==> src/rtl/imem_loader_pkg.sv <==
// Shared definitions for the instruction-memory loader: FSM state codes,
// stream framing constants and the word address helper.
package imem_loader_pkg;

  localparam logic [2:0] ENC_IDLE   = 3'd0;
  localparam logic [2:0] ENC_HDR_HI = 3'd1;
  localparam logic [2:0] ENC_HDR_LO = 3'd2;
  localparam logic [2:0] ENC_DATA   = 3'd3;
  localparam logic [2:0] ENC_WRITE  = 3'd4;
  localparam logic [2:0] ENC_DONE   = 3'd5;
  localparam logic [2:0] ENC_ERR    = 3'd6;

  typedef enum logic [2:0] {
    ST_IDLE   = ENC_IDLE,
    ST_HDR_HI = ENC_HDR_HI,
    ST_HDR_LO = ENC_HDR_LO,
    ST_DATA   = ENC_DATA,
    ST_WRITE  = ENC_WRITE,
    ST_DONE   = ENC_DONE,
    ST_ERR    = ENC_ERR
  } state_t;

  localparam int HDR_BYTES      = 2;
  localparam int BYTES_PER_WORD = 4;

  // Byte address of word idx; wraps modulo 2^32.
  function automatic logic [31:0] word_adr(input logic [31:0] base, input logic [31:0] idx);
    return base + (idx << 2);
  endfunction

endpackage

==> src/rtl/imem_loader_byte_packer.sv <==
// Big-endian byte-to-word packer: shifts accepted bytes into a 32-bit word
// and pulses word_full on the edge that takes the last byte of a word.
module imem_loader_byte_packer
  import imem_loader_pkg::*;
(
  input  logic        clk,
  input  logic        srst,
  input  logic        clear,
  input  logic        accept,
  input  logic [7:0]  byte_in,
  output logic [31:0] word_next,
  output logic        word_full
);

  logic [31:0] shift_reg;
  logic [1:0]  cnt_reg;

  // word_next is the word as it will look once byte_in is shifted in, so the
  // owner can capture a complete word on the word_full edge.
  assign word_next = {shift_reg[23:0], byte_in};
  assign word_full = accept && (cnt_reg == 2'(BYTES_PER_WORD - 1));

  always_ff @(posedge clk) begin
    if (srst || clear) begin
      shift_reg <= '0;
      cnt_reg   <= '0;
    end else if (accept) begin
      shift_reg <= word_next;
      cnt_reg   <= cnt_reg + 2'd1;
    end
  end

endmodule

==> src/rtl/imem_loader.sv <==
// Instruction memory loader: parses a word-count header, packs the byte
// stream into words, writes them from BASE_ADR and holds fetch meanwhile.
module imem_loader
  import imem_loader_pkg::*;
#(
  parameter int          DEPTH_WORDS = 256,
  parameter logic [31:0] BASE_ADR    = 32'd0
) (
  input  logic        CLK,
  input  logic        RST,
  input  logic        START,
  input  logic [7:0]  BYTE_IN,
  input  logic        BYTE_VALID,
  output logic        BYTE_READY,
  output logic        MEM_WRITE,
  output logic [31:0] MEM_ADR,
  output logic [31:0] MEM_DATA,
  output logic        CPU_HOLD,
  output logic        DONE,
  output logic        ERROR
);

  localparam int IDX_W    = $clog2(DEPTH_WORDS) + 1;
  localparam int HDR_BITS = 8 * HDR_BYTES;

  state_t              state_reg, state_next;
  logic [7:0]          count_hi_reg;
  logic [HDR_BITS-1:0] count_reg;
  logic [IDX_W-1:0]    index_reg;
  logic [31:0]         adr_reg, data_reg;

  logic                accept;
  logic [HDR_BITS-1:0] hdr_count;
  logic                last_word;
  logic                packer_clear, packer_accept;
  logic [31:0]         word_next;
  logic                word_full;

  assign accept    = BYTE_VALID && BYTE_READY;
  assign hdr_count = {count_hi_reg, BYTE_IN};
  assign last_word = (32'(index_reg) + 32'd1) == 32'(count_reg);
  assign MEM_ADR   = adr_reg;
  assign MEM_DATA  = data_reg;

  imem_loader_byte_packer u_packer (
    .clk       (CLK),
    .srst      (RST),
    .clear     (packer_clear),
    .accept    (packer_accept),
    .byte_in   (BYTE_IN),
    .word_next (word_next),
    .word_full (word_full)
  );

  always_comb begin
    state_next    = state_reg;
    BYTE_READY    = 1'b0;
    CPU_HOLD      = 1'b0;
    MEM_WRITE     = 1'b0;
    DONE          = 1'b0;
    ERROR         = 1'b0;
    packer_clear  = 1'b0;
    packer_accept = 1'b0;
    case (state_reg)
      ST_IDLE: begin
        if (START) state_next = ST_HDR_HI;
      end
      ST_HDR_HI: begin
        BYTE_READY = 1'b1;
        CPU_HOLD   = 1'b1;
        if (accept) state_next = ST_HDR_LO;
      end
      ST_HDR_LO: begin
        BYTE_READY = 1'b1;
        CPU_HOLD   = 1'b1;
        if (accept) begin
          if (hdr_count == '0) begin
            state_next = ST_DONE;
          end else if (int'(hdr_count) > DEPTH_WORDS) begin
            state_next = ST_ERR;
          end else begin
            state_next   = ST_DATA;
            packer_clear = 1'b1;
          end
        end
      end
      ST_DATA: begin
        BYTE_READY    = 1'b1;
        CPU_HOLD      = 1'b1;
        packer_accept = accept;
        if (word_full) state_next = ST_WRITE;
      end
      ST_WRITE: begin
        CPU_HOLD  = 1'b1;
        MEM_WRITE = 1'b1;
        if (last_word) begin
          state_next = ST_DONE;
        end else begin
          state_next   = ST_DATA;
          packer_clear = 1'b1;
        end
      end
      ST_DONE: begin
        DONE = 1'b1;
        if (START) state_next = ST_HDR_HI;
      end
      ST_ERR: begin
        ERROR    = 1'b1;
        CPU_HOLD = 1'b1;
      end
      default: state_next = ST_IDLE;
    endcase
  end

  always_ff @(posedge CLK) begin
    if (RST) begin
      state_reg    <= ST_IDLE;
      count_hi_reg <= '0;
      count_reg    <= '0;
      index_reg    <= '0;
      adr_reg      <= '0;
      data_reg     <= '0;
    end else begin
      state_reg <= state_next;
      if (state_reg == ST_HDR_HI && accept) count_hi_reg <= BYTE_IN;
      if (state_reg == ST_HDR_LO && accept) begin
        count_reg <= hdr_count;
        index_reg <= '0;
      end
      // Address and data are captured as the word completes so they are
      // already stable during the WRITE cycle and hold afterwards.
      if (word_full) begin
        adr_reg  <= word_adr(BASE_ADR, 32'(index_reg));
        data_reg <= word_next;
      end
      if (state_reg == ST_WRITE) index_reg <= index_reg + 1'b1;
    end
  end

endmodule
==> config.mk <==
export PLATFORM = sky130hd
export DESIGN_NAME = imem_loader
export DESIGN_NICKNAME = d
export VERILOG_FILES = /design/src/rtl/imem_loader_pkg.sv /design/src/rtl/imem_loader_byte_packer.sv /design/src/rtl/imem_loader.sv
export SDC_FILE = /design/constraint.sdc
export NUM_CORES = 1
export LEC_CHECK = 0
export BUFFER_PORTS_ARGS = -buffer_cell sky130_fd_sc_hd__buf_4
export CORE_UTILIZATION = 53
export DETAILED_ROUTE_END_ITERATION = 8
export MAX_ROUTING_LAYER = met4
export PLACE_DENSITY = 0.87
export SLEW_MARGIN = 20
export SYNTH_ARGS = -nofsm -noshare
export SYNTH_HDL_FRONTEND = slang
export SYNTH_HIERARCHICAL = 1
export SYNTH_SLANG_ARGS = --single-unit
==> constraint.sdc <==
create_clock -name CLK -period 3.13 [get_ports CLK]
set_input_delay 0.313 -clock CLK [delete_from_list [all_inputs] [get_ports CLK]]
set_output_delay 0.313 -clock CLK [all_outputs]
set_load 0.005 [all_outputs]
==> impl_metrics.tcl, run 1 <==
set metrics [dict create \
    hold_viol 0 \
    grt_overflow 0 \
    clk_pin_slew_worst_paths_ps 100 \
    grt_max_degree 80 \
    cts.sinks 103 \
    crit_path_cell_trace "ha_1, nand3_1, or3_1, o211ai_1, a2111oi_4, o21ai_1, or2_1, nor2_1" \
    pin_count 81 \
    netlist_area_mm2 0.00465 \
    cts_buffers 9 \
    syn_inst 516 \
    slowest_delay_ps 700 \
    slowest_stage "or2_1" \
    crit_arrival_ps 3030 \
    largest_reg_flops 32 \
    startpoint_type "flop" \
    final.setup.tns_ps 0 \
    setup-violations-final 0 \
    die_h_um 95.6 \
    synthDistinctLibCells 50 \
    hpwl_mm 6.36 \
    die_area_mm2 0.00914 \
    clockBufferDepth 2 \
    crit_path_end_kind "flop" \
    viasPerCell 5.53 \
    postPlaceCellArea_mm2 0.00488 \
    grt.total_usage 0.226 \
    required_ps 3360 \
    cap_violations 0 \
    firstDrtPassIters 4 \
    core_area_mm2 0.00834 \
    vias 3619 \
    mostFrequentLayoutCell "dfxtp_1" \
    hold_buffers 0 \
    fin_area_mm2 0.00509 \
    rows 33 \
    p_leak_uw 0.00188 \
    post-route-util 0.610 \
    cts_tree "built" \
    cts_root_buf "clkbuf_8" \
    power_density_mw_per_mm2 530 \
    ys_seq_area_frac 0.444 \
    tightest_slew_ps 876 \
    drc 0 \
    period_share 0.896 \
    drive_gt1_frac 0.149 \
    wl_mm 9.49 \
    clk_latency_ps 380 \
    grt_pass1_vias 3174 \
    rsz0062_at_grt "false" \
    avgSynthCellArea_um2 9.00 \
    area_growth_pct 9.59 \
    start_util 0.557 \
    min_path_type "in -> reg" \
    ir_drop_v 0.000324 \
    yosysWarnings 6 \
    post_drt_wl_per_cell_um 14.5 \
    die_width_um 95.6 \
    relSlewSlack 0.416 \
    drt.antenna.violating_nets 0 \
    grt_first_pass_wirelength_mm 15.5 \
    yosys_register_bits 103 \
    period_needed_ps 2800 \
    gp_congestion 0.874 \
    crit_type "reg -> reg" \
    antenna_found_initial 0 \
    mostFrequentLayoutCells "103 x dfxtp_1, 91 x nor2_1, 74 x mux2i_1" \
    post_cts.repair.setup_buffers 0 \
    status "finished clean" \
    htreeDepth 3 \
    drt_first_iter_violations 288 \
    layout.nets 558 \
    max_freq_ghz 0.357 \
    finClkSkew_ps 11.7 \
    worstPathMaxFanout 26 \
    slew_violations 0 \
    cts_resized 0 \
    io_buffer_count 57 \
    num_antenna_cells 0 \
]
## layout make-up
type	count	area, µm²
fillers	694	3250
multi-input cells	365	2220
flip-flops and latches	103	2060
repair buffers	60	450
well taps	105	131
clock buffers	9	124
clock inverters	7	86.3
inverters	5	18.8
## worst max-delay path: cells and delay by family, from the launching register on
family | cells | cell delay (ps)
flops | 1 | 500
compound gates | 3 | 390
fa+ha+maj | 1 | 330
simple gates | 4 | 1450
## Yosys cell counts, drive strengths merged
| cell type | instances | area share |
|---|---|---|
| xor2 | 2 | 0.0038 |
| and4 | 2 | 0.0038 |
| buf | 49 | 0.080 |
| a2111oi | 1 | 0.0059 |
| nor4 | 5 | 0.0067 |
| o22ai | 3 | 0.0040 |
| conb | 1 | 0.00081 |
| nor3b | 4 | 0.0065 |
| inv | 5 | 0.0040 |
| nor2b | 3 | 0.0040 |
| a21boi | 2 | 0.0032 |
| o31ai | 1 | 0.0016 |
| nand2 | 42 | 0.034 |
| or4b | 1 | 0.0022 |
| o211ai | 4 | 0.0065 |
| a31o | 1 | 0.0019 |
| and3b | 1 | 0.0019 |
| o21ai | 12 | 0.013 |
| xnor2 | 7 | 0.013 |
| and2 | 6 | 0.0081 |
| clkbuf | 16 | 0.013 |
| nand3 | 6 | 0.0065 |
| o311ai | 1 | 0.0019 |
| or4 | 3 | 0.0048 |
| nor2 | 92 | 0.075 |
| nand4 | 7 | 0.011 |
| a22oi | 2 | 0.0032 |
| mux2i | 74 | 0.16 |
| nor3 | 8 | 0.0097 |
| dfxtp | 103 | 0.44 |
| ha | 2 | 0.0054 |
| nand3b | 4 | 0.0065 |
| or2 | 2 | 0.0027 |
| and3 | 3 | 0.0040 |
| o21bai | 1 | 0.0016 |
| a21o | 1 | 0.0016 |
| a21oi | 28 | 0.030 |
| a31oi | 4 | 0.0054 |
| nand2b | 4 | 0.0054 |
| or3 | 2 | 0.0027 |
| a22o | 1 | 0.0019 |
## kinds of logic after synthesis
group,after synthesis,share of synthesized area
simple gates,195,0.195
flops,103,0.444
mux,74,0.159
buf+inv,70,0.0967
compound gates,62,0.0819
xor+xnor,9,0.0170
fa+ha+maj,2,0.00539
other cells,1,0.000807
## stage by stage
stage | total power, µW | setup WS (ps) | std cells | hold slack, ps
2_1_floorplan | 1770 | 760 | 538 | 436
3_3_place_gp | 1820 | 569 | 638 | 446
3_5_place_dp | 1830 | 412 | 638 | 449
4_1_cts | 2700 | 353 | 654 | 200
5_1_grt | 2810 | 107 | 654 | 211
6_report | 2700 | 325 | 654 | 215
## where the power goes
part	internal [µW]	switching [µW]	leakage [µW]
sequential	1350	62.5	0.000830
combinational	172	231	0.000949
clock	388	493	0.000104
total	1910	787	0.00188
## layer usage
| metal | routed length [µm] | vias to the layer above | track usage |
|---|---|---|---|
| met4 | 201 | 0 | 0.104 |
| met2 | 4410 | 117 | 0.343 |
| li1 | - | 1756 | - |
| met3 | 470 | 19 | 0.0415 |
| met1 | 4410 | 1727 | 0.293 |
| met5 | 0 | - | - |
## path summary, 6_finish.rpt
kind,start,depth (start not counted),slack [ps],end
max,index_reg[0],8,330,u_packer/shift_reg[1]
min,BYTE_IN[4],3,220,count_reg[4]
max reg2reg,index_reg[0],8,330,u_packer/shift_reg[1]
min reg2reg,count_reg[14],2,460,count_reg[14]
Power figures use the tool's default switching activity.
==> run 2, diff against run 1 <==
BUFFER_PORTS_ARGS = -buffer_cell sky130_fd_sc_hd__buf_2   (was -buffer_cell sky130_fd_sc_hd__buf_4)
==> run 2 against run 1 <==
Global-route usage decreased by 0.71 points. Sequential power is essentially flat. Setup slack better by 30 ps. Critical path depth unchanged. Routed wire length hardly changed. Non-clock buffer count grew 2. Combinational power is 3% lower. First-iteration DRC count shrank 18%. Die area is the same. Worst hold slack better by 46 ps. Via count is 0.11% higher.
==> impl_metrics.tcl, run 2 (same netlist as run 1, synthesis figures left out) <==
set metrics [dict create \
    hpwl_mm 6.55 \
    startpoint_type "flop" \
    pin_count 81 \
    mostFrequentLayoutCell "dfxtp_1" \
    r2r_end "u_packer/shift_reg[14]" \
    post_drt_wl_per_cell_um 14.5 \
    min_path_type "in -> reg" \
    postPlaceCellArea_mm2 0.00475 \
    hold_ws_ps 261 \
    cts.sinks 103 \
    met2_usage 0.341 \
    slew_violations 0 \
    reg2reg_from "index_reg[0]" \
    grt.met1_usage 0.284 \
    slowest_stage "or2_1" \
    clockBufferDepth 2 \
    largest_reg_flops 32 \
    period_share 0.887 \
    finClkSkew_ps 10.6 \
    grt_pass1_vias 3133 \
    pre_cts_ws_ps 407 \
    hold_viol 0 \
    final.setup.tns_ps 0 \
    layout.nets 560 \
    viasPerCell 5.54 \
    cts_buffers 9 \
    rows 33 \
    p_leak_uw 0.00187 \
    rsz0062_at_grt "false" \
    reg2reg_slack_ps 360 \
    cap_violations 0 \
    gp_congestion 0.908 \
    wl_mm 9.48 \
    die_area_mm2 0.00914 \
    setup-violations-final 0 \
    relSlewSlack 0.410 \
    grt_overflow 0 \
    crit_arrival_ps 3060 \
    worstPathMaxFanout 26 \
    slowest_delay_ps 570 \
    hold_start "BYTE_IN[5]" \
    clk_pin_slew_worst_paths_ps 90 \
    hold_end "count_reg[5]" \
    grt_max_degree 60 \
    grtUsageMet3 0.0295 \
    clk_latency_ps 360 \
    hold_depth 3 \
    die_width_um 95.6 \
    status "finished clean" \
    hold_buffers 0 \
    setup_slack_ps 355 \
    vias 3623 \
    cts_root_buf "clkbuf_8" \
    power_density_mw_per_mm2 514 \
    required_ps 3410 \
    die_h_um 95.6 \
    fin_area_mm2 0.00492 \
    cts_resized 0 \
    ir_drop_v 0.000388 \
    top_usage_layer "met2" \
    antenna_found_initial 0 \
    area_growth_pct 5.82 \
    io_buffer_count 57 \
    grt_first_pass_wirelength_mm 15.0 \
    start_util 0.557 \
    drt.antenna.violating_nets 0 \
    mostFrequentLayoutCells "103 x dfxtp_1, 91 x nor2_1, 74 x mux2i_1" \
    cts_tree "built" \
    post_cts.repair.setup_buffers 0 \
    grt.total_usage 0.219 \
    post-route-util 0.589 \
    max_freq_ghz 0.360 \
    drt_first_iter_violations 237 \
    crit_path_end_kind "flop" \
    num_antenna_cells 0 \
    htreeDepth 3 \
    firstDrtPassIters 5 \
    drc 0 \
    core_area_mm2 0.00834 \
    crit_path_cell_trace "ha_1, nand3_1, o21ai_0, o211ai_1, a2111oi_4, o21ai_1, or2_1, nor2_1" \
    fillers 714 \
    r2r_cells 8 \
    drive_gt1_frac 0.148 \
    period_needed_ps 2770 \
    crit_type "reg -> reg" \
    tightest_slew_ps 885 \
]
[run 2: cell types whose count changed in the layout (fill, tap and decap cells not counted), sizes merged]
cell,before,now
buf,60,62
bufinv,1,0
clkbuf,9,11
clkinv,1,2
inv,9,5
[run 2: worst max path at each step]
stage	slack, ps	endpoint	cells past startpoint	from
finish	360	u_packer/shift_reg[14]	8	index_reg[0]
CTS	400	u_packer/shift_reg[14]	8	index_reg[0]
global route	180	u_packer/shift_reg[14]	8	index_reg[0]
detailed placement	410	u_packer/shift_reg[14]	8	index_reg[0]
floorplan	760	MEM_ADR[3]	9	state_reg[0]
global placement	580	u_packer/shift_reg[4]	8	index_reg[0]
[run 2: per-layer routing]
metal	vias up	wire length (µm)
met5	-	0
met4	0	188
met3	17	549
met2	130	4430
met1	1710	4310
li1	1766	-
[run 2: through the flow]
| step | total power [µW] | instances |
|---|---|---|
| 2_1_floorplan | 1770 | 538 |
| 3_3_place_gp | 1810 | 640 |
| 3_5_place_dp | 1820 | 640 |
| 4_1_cts | 2530 | 654 |
| 5_1_grt | 2640 | 654 |
| 6_report | 2530 | 654 |
[run 2: layout make-up]
class                           count  area (µm²)  share of cell area
Inverter                            5        18.8             0.00382
Multi-Input combinational cell    365        2220               0.451
Clock inverter                      3        21.3             0.00433
Sequential cell                   103        2060               0.419
Clock buffer                       11         141              0.0288
Tap cell                          105         131              0.0267
Timing Repair Buffer               62         323              0.0657
[run 2: critical path, delay by kind of cell (launching register included)]
family,cells,cell delay (ps)
AND/OR/NAND/NOR,3,990
AO/OA/AOI/OAI,4,900
flip-flops,1,500
adder cells (fa/ha/maj),1,330
[run 2: where the power goes]
| part | switching, µW | total (µW) | internal, µW | leakage, µW |
|---|---|---|---|---|
| clock network | 422 | 725 | 303 | 0.0000813 |
| registers | 63.7 | 1410 | 1350 | 0.000830 |
| logic | 231 | 390 | 159 | 0.000954 |
